## src/rtl/seq_scan_ctrl.sv

```systemverilog
// rtl/seq_scan_ctrl.sv - word-to-bit sequencer around a programmable 4-bit Mealy pattern detector
module seq_scan_ctrl #(
    parameter int DATA_W = 8,
    parameter int CNT_W  = 16
) (
    input  logic              clk,
    input  logic              rst,
    input  logic              start,
    input  logic [3:0]        cfg_pattern,
    input  logic              cfg_overlap,
    input  logic              in_valid,
    input  logic [DATA_W-1:0] in_data,
    input  logic              in_last,
    output logic              in_ready,
    output logic              busy,
    output logic              match,
    output logic [CNT_W-1:0]  match_count,
    output logic              found,
    output logic [CNT_W-1:0]  first_pos,
    output logic              done
);

    localparam int IDX_W = $clog2(DATA_W);

    typedef enum logic [1:0] {
        IDLE  = 2'd0,
        LOAD  = 2'd1,
        SHIFT = 2'd2,
        DONE  = 2'd3
    } state_t;

    state_t            state;
    logic [3:0]        pattern;
    logic              overlap;
    logic [DATA_W-1:0] word;
    logic              last;
    logic [IDX_W-1:0]  idx;
    logic [2:0]        hist;
    logic [1:0]        hlen;
    logic [CNT_W-1:0]  pos;
    logic              x;
    logic              hit;

    // Current serial bit and the Mealy match decision for it
    always_comb begin
        x   = word[idx];
        hit = (hlen == 2'd3) && ({hist, x} == pattern);
    end

    // Frame sequencer, detector history and result registers
    always_ff @(posedge clk or posedge rst) begin
        if (rst) begin
            state       <= IDLE;
            pattern     <= '0;
            overlap     <= 1'b0;
            word        <= '0;
            last        <= 1'b0;
            idx         <= '0;
            hist        <= '0;
            hlen        <= '0;
            pos         <= '0;
            in_ready    <= 1'b0;
            busy        <= 1'b0;
            match       <= 1'b0;
            match_count <= '0;
            found       <= 1'b0;
            first_pos   <= '0;
            done        <= 1'b0;
        end else begin
            match <= 1'b0;
            done  <= 1'b0;
            case (state)
                IDLE: begin
                    if (start) begin
                        pattern     <= cfg_pattern;
                        overlap     <= cfg_overlap;
                        match_count <= '0;
                        found       <= 1'b0;
                        first_pos   <= '0;
                        pos         <= '0;
                        hist        <= '0;
                        hlen        <= '0;
                        in_ready    <= 1'b1;
                        busy        <= 1'b1;
                        state       <= LOAD;
                    end
                end
                LOAD: begin
                    if (in_valid) begin
                        word     <= in_data;
                        last     <= in_last;
                        idx      <= IDX_W'(DATA_W - 1);
                        in_ready <= 1'b0;
                        state    <= SHIFT;
                    end
                end
                SHIFT: begin
                    match <= hit;
                    if (hit) begin
                        if (match_count != '1) begin
                            match_count <= match_count + CNT_W'(1);
                        end
                        if (!found) begin
                            found     <= 1'b1;
                            first_pos <= pos;
                        end
                    end
                    // Non-overlap drops the history so the next match needs four fresh bits
                    if (hit && !overlap) begin
                        hlen <= 2'd0;
                    end else begin
                        hist <= {hist[1:0], x};
                        if (hlen != 2'd3) begin
                            hlen <= hlen + 2'd1;
                        end
                    end
                    if (pos != '1) begin
                        pos <= pos + CNT_W'(1);
                    end
                    if (idx == '0) begin
                        if (last) begin
                            done  <= 1'b1;
                            state <= DONE;
                        end else begin
                            in_ready <= 1'b1;
                            state    <= LOAD;
                        end
                    end else begin
                        idx <= idx - IDX_W'(1);
                    end
                end
                DONE: begin
                    busy  <= 1'b0;
                    state <= IDLE;
                end
                default: begin
                    state <= IDLE;
                end
            endcase
        end
    end

endmodule

```

## config.mk

```make
export PLATFORM = sky130hd
export DESIGN_NAME = seq_scan_ctrl
export DESIGN_NICKNAME = d
export VERILOG_FILES = /design/src/rtl/seq_scan_ctrl.sv
export SDC_FILE = /design/constraint.sdc
export NUM_CORES = 1
export LEC_CHECK = 0
export CAP_MARGIN = 20
export CORE_MARGIN = 3
export CORE_UTILIZATION = 50
export CTS_CLUSTER_DIAMETER = 120
export CTS_CLUSTER_SIZE = 25
export DETAILED_ROUTE_END_ITERATION = 8
export GPL_TIMING_DRIVEN = 0
export PLACE_DENSITY = 0.75
export SYNTH_ARGS = -nofsm -noshare
export SYNTH_HDL_FRONTEND = slang
export SYNTH_SLANG_ARGS = --single-unit
```

## constraint.sdc

```tcl
create_clock -name clk -period 3.6 [get_ports clk]
set_input_delay 0.9 -clock clk [delete_from_list [all_inputs] [get_ports clk]]
set_output_delay 0.9 -clock clk [all_outputs]
set_load 0.05 [all_outputs]
```

==> out/qor.txt, run 1 <==
outcome: completed
Worst Hold Depth: 1
Via density: 5.50
most frequent cells after synthesis: dfrtp_1 (77), nand2_1 (52), nor2_1 (32)
initial antenna violation count: 0
Worst-Skew Late Latency: 0.36 ns
Critical Path Max Stage Delay: 0.89 ns
global-route wire length before repair: 13200 um
Clock Power Share: 24.3%
largest net degree at the start of global routing: 47
Seq pwr share: 42.4%
Reg-to-Reg End: pos[10]
H-tree level count: 3
number of synthesized flops with an enable pin: 0
Switching Fraction: 36.2%
# setup viols final: 0
Initial Util: 52.6%
total number of yosys warnings: 0
unrepaired setup endpoints after global routing: false
top-count cell post-synth: dfrtp_1
Top Ports: 55
Cell Pwr Density: 593 mW/mm^2
nets@finish: 441
Sequential Area: 0.00193 mm^2
worst-margin pin slew: 0.961 ns
syn avg cell area: 10.4 um^2
CP Max Fanout: 6
Synth area leaders: dfrtp_1 (53%), nand2_1 (5.3%), mux2_2 (4.0%), nor2_1 (3.3%), mux2i_1 (2.5%)
number of cells on the critical path: 7
Data arrival, critical path: 3.37 ns
Tcrit/Tclk final: 87.0%
Sw Pwr: 975 uW
Final min period: 3.13 ns
drt drc: 0
Clock transition at path regs: 0.09 ns
layout cells sized above 1: 9.69%
detailed-router iteration count before antenna repair: 4
share of flip-flops with an asynchronous set or reset: 100%
most frequent cell on the critical path: nor2_1
sequential fraction of the synthesis area: 52.7%
Hold Crit Start: first_pos[13]
Synth cell types: 51
Min-Delay Path Class: flip-flop to flip-flop
grt total ovfl: 0
Die Wd: 91.5 um
hold_buf cts: 0
Top delay family on crit path: simple AND/OR/NAND/NOR gates
DRT iter0 DRCs: 126
Syn Nets: 375
Synth area leader: dfrtp_1
port buffer count: 54
CP Launch Type: input pin
leak pwr: 0.00197 uW
fmax: 319 MHz
Fill cells: 564
die footprint: 0.00837 mm^2
Ant. Diodes: 0
CTS tree: yes
Setup Total Neg Slack: 0 ns
Area Overhead vs Synth: 24.3%
placed inst area: 0.00435 mm^2
Buf/Inv on CP: 1
total track usage: 19.6%
Final Hold Fails: 0
final instance area: 0.00455 mm^2
vias in the first global route: 2836
Int Pwr: 1720 uW
Worst Skew: 0.0132 ns
cts repair resizes: 0
Die Y: 91.5 um
R2R setup slack: 0.91 ns
setup bufs post-CTS: 0
R2R depth: 7
WL final: 7520 um
IR Drop Worst-Case VDD: 0.434 mV
Core Area: 0.00694 mm^2
Synth Flop Type: dfrtp_1
Cells after Synth: 352
multi-input logic area: 0.00162 mm^2
DR vias: 2853
GPL Wtd Cong: 0.846
Routed WL per cell: 14.5 um
Num Clock Sinks: 77
Clock Path Buffers: 2
final slew viol count: 0
ANT nets after route: 0
Rows: 30
Num CTS Buffers: 9
worst-path cell chain: clkdlybuf4s50_1 > nor3b_2 > nor2_1 > a2111oi_0 > nand2_1 > xor2_1 > nor2_1
Hold EP: first_pos[13]
Seq cells post-synth: 77
Yosys top cell area share: 52.7%
WP data required: 3.84 ns
Comb pwr share: 33.3%
relative slew slack: 34.2%
max cap viols: 0
cell area after synthesis: 0.00366 mm^2
slowest stage cell, crit path: a2111oi_0
R2R Path Start: state[0]
critical path class: input pin to flip-flop
critical path capture point type: flip-flop
post-DP HPWL: 5470 um
clock root buffer: clkbuf_8
==> power groups by stage <==
stage / clock (uW) / sequential [uW] / combinational, uW
CTS: 661 / 1150 / 907
floorplan: 0 / 1230 / 588
finish: 654 / 1140 / 899
global placement: 0 / 1160 / 878
global route: 707 / 1170 / 993
detailed placement: 0 / 1160 / 905
==> worst register-to-register path, delay by kind of cell (launching register included) <==
family	cells	cell delay (ns)
and+or+nand+nor	4	0.95
buffers and inverters	1	0.20
AOI/OAI and AO/OA	1	0.89
xor gates and xnor gates	1	0.18
DFF	1	0.36
==> metal layers <==
layer / share of wire [%] / GRT usage (%) / vias up
met4: 1.7 / 8.17 / 0
li1: - / - / 1390
met2: 48 / 30.7 / 57
met3: 3.9 / 3.48 / 12
met5: 0 / 0 / -
met1: 47 / 26.8 / 1394
==> cell usage in the layout, fill, tap and decap left out, types with 4 or more instances in the layout <==
cell,netlist,layout
clkdlybuf4s50_1,0,54
ha_1,5,5
clkbuf_8,0,9
dfrtp_1,77,77
nor3_1,7,7
inv_1,14,13
a21oi_1,11,11
clkbuf_1,8,8
or3_1,6,6
nand4_1,11,11
mux2i_1,9,9
nor2_1,32,32
mux2_2,13,13
xor2_1,9,9
a31oi_1,5,5
nand3_1,12,12
nand2_1,52,52
xnor2_1,5,5
or4_1,4,4
a22o_1,10,10
o21ai_0,12,12
==> how the worst max path moves through the flow <==
stage | startpoint | end | slack (ns)
after floorplan | rst | busy | 0.73
after global placement | rst | first_pos[10] | -0.51
after detailed placement | start | pos[8] | 0.12
after CTS | start | pos[8] | 0.49
after global routing | start | pos[8] | 0.29
final | start | pos[10] | 0.47
==> kinds of logic (layout without fill, tap and decap cells) <==
family          Yosys count  in the layout  share of synthesized area (%)
compound gates           60             60                           11.6
xor+xnor                 15             15                           3.80
fa+ha+maj                 5              5                           1.71
buf+inv                  27             98                           3.01
flops                    77             77                           52.7
mux                      25             25                           8.52
simple gates            143            143                           18.7
==> state kept, by name (all words and copies together), names as in the netlist, 2 cells and up <==
register and flops:
idx 3, hist 3, state 2, pattern 4, first_pos 16, word 8
hlen 2, match_count 16, pos 16
==> metrics by stage <==
stage               hold WS, ns  power [uW]  std cells  setup slack [ns]  utilization [%]
floorplan                 0.467        1820        352             0.733                -
global placement          0.480        2030        502            -0.508             62.2
detailed placement        0.485        2070        503             0.123             62.6
CTS                       0.502        2710        519             0.493             65.5
global route              0.519        2870        519             0.291             65.5
finish                    0.498        2700        519             0.468             65.5
==> final cells by class <==
cell class	count	share of cell area (%)
sequential	77	42.4
multi-input combinational	248	35.6
timing repair buffer	55	12.5
clock buffer	9	2.73
tap	96	2.64
clock inverter	7	1.65
inverter	15	1.29
buffer	12	1.18
No activity file was read; power rests on OpenSTA's default activity.
==> inputs of run 2 (changes only) <==
--- a/config.mk
+++ b/config.mk
@@ -5,6 +5,7 @@
 export SDC_FILE = /design/constraint.sdc
 export NUM_CORES = 1
 export LEC_CHECK = 0
+export ABC_CLOCK_PERIOD_IN_PS = 3800
 export CAP_MARGIN = 20
 export CORE_MARGIN = 3
 export CORE_UTILIZATION = 50
==> constraint.sdc (replaced) <==
create_clock -name clk -period 3.8 [get_ports clk]
set_input_delay 0.95 -clock clk [delete_from_list [all_inputs] [get_ports clk]]
set_output_delay 0.95 -clock clk [all_outputs]
set_load 0.05 [all_outputs]
==> results of run 2 <==
Same layout as run 1 (identical final DEF). Status: completed.
Main changes from that run: setup slack after placement 0.123 ns -> 0.273 ns; setup slack after layout 0.468 ns -> 0.618 ns; register-to-register setup slack 0.91 ns -> 1.11 ns; total power 2700 uW -> 2550 uW; worst IR drop on VDD 0.434 mV -> 0.411 mV
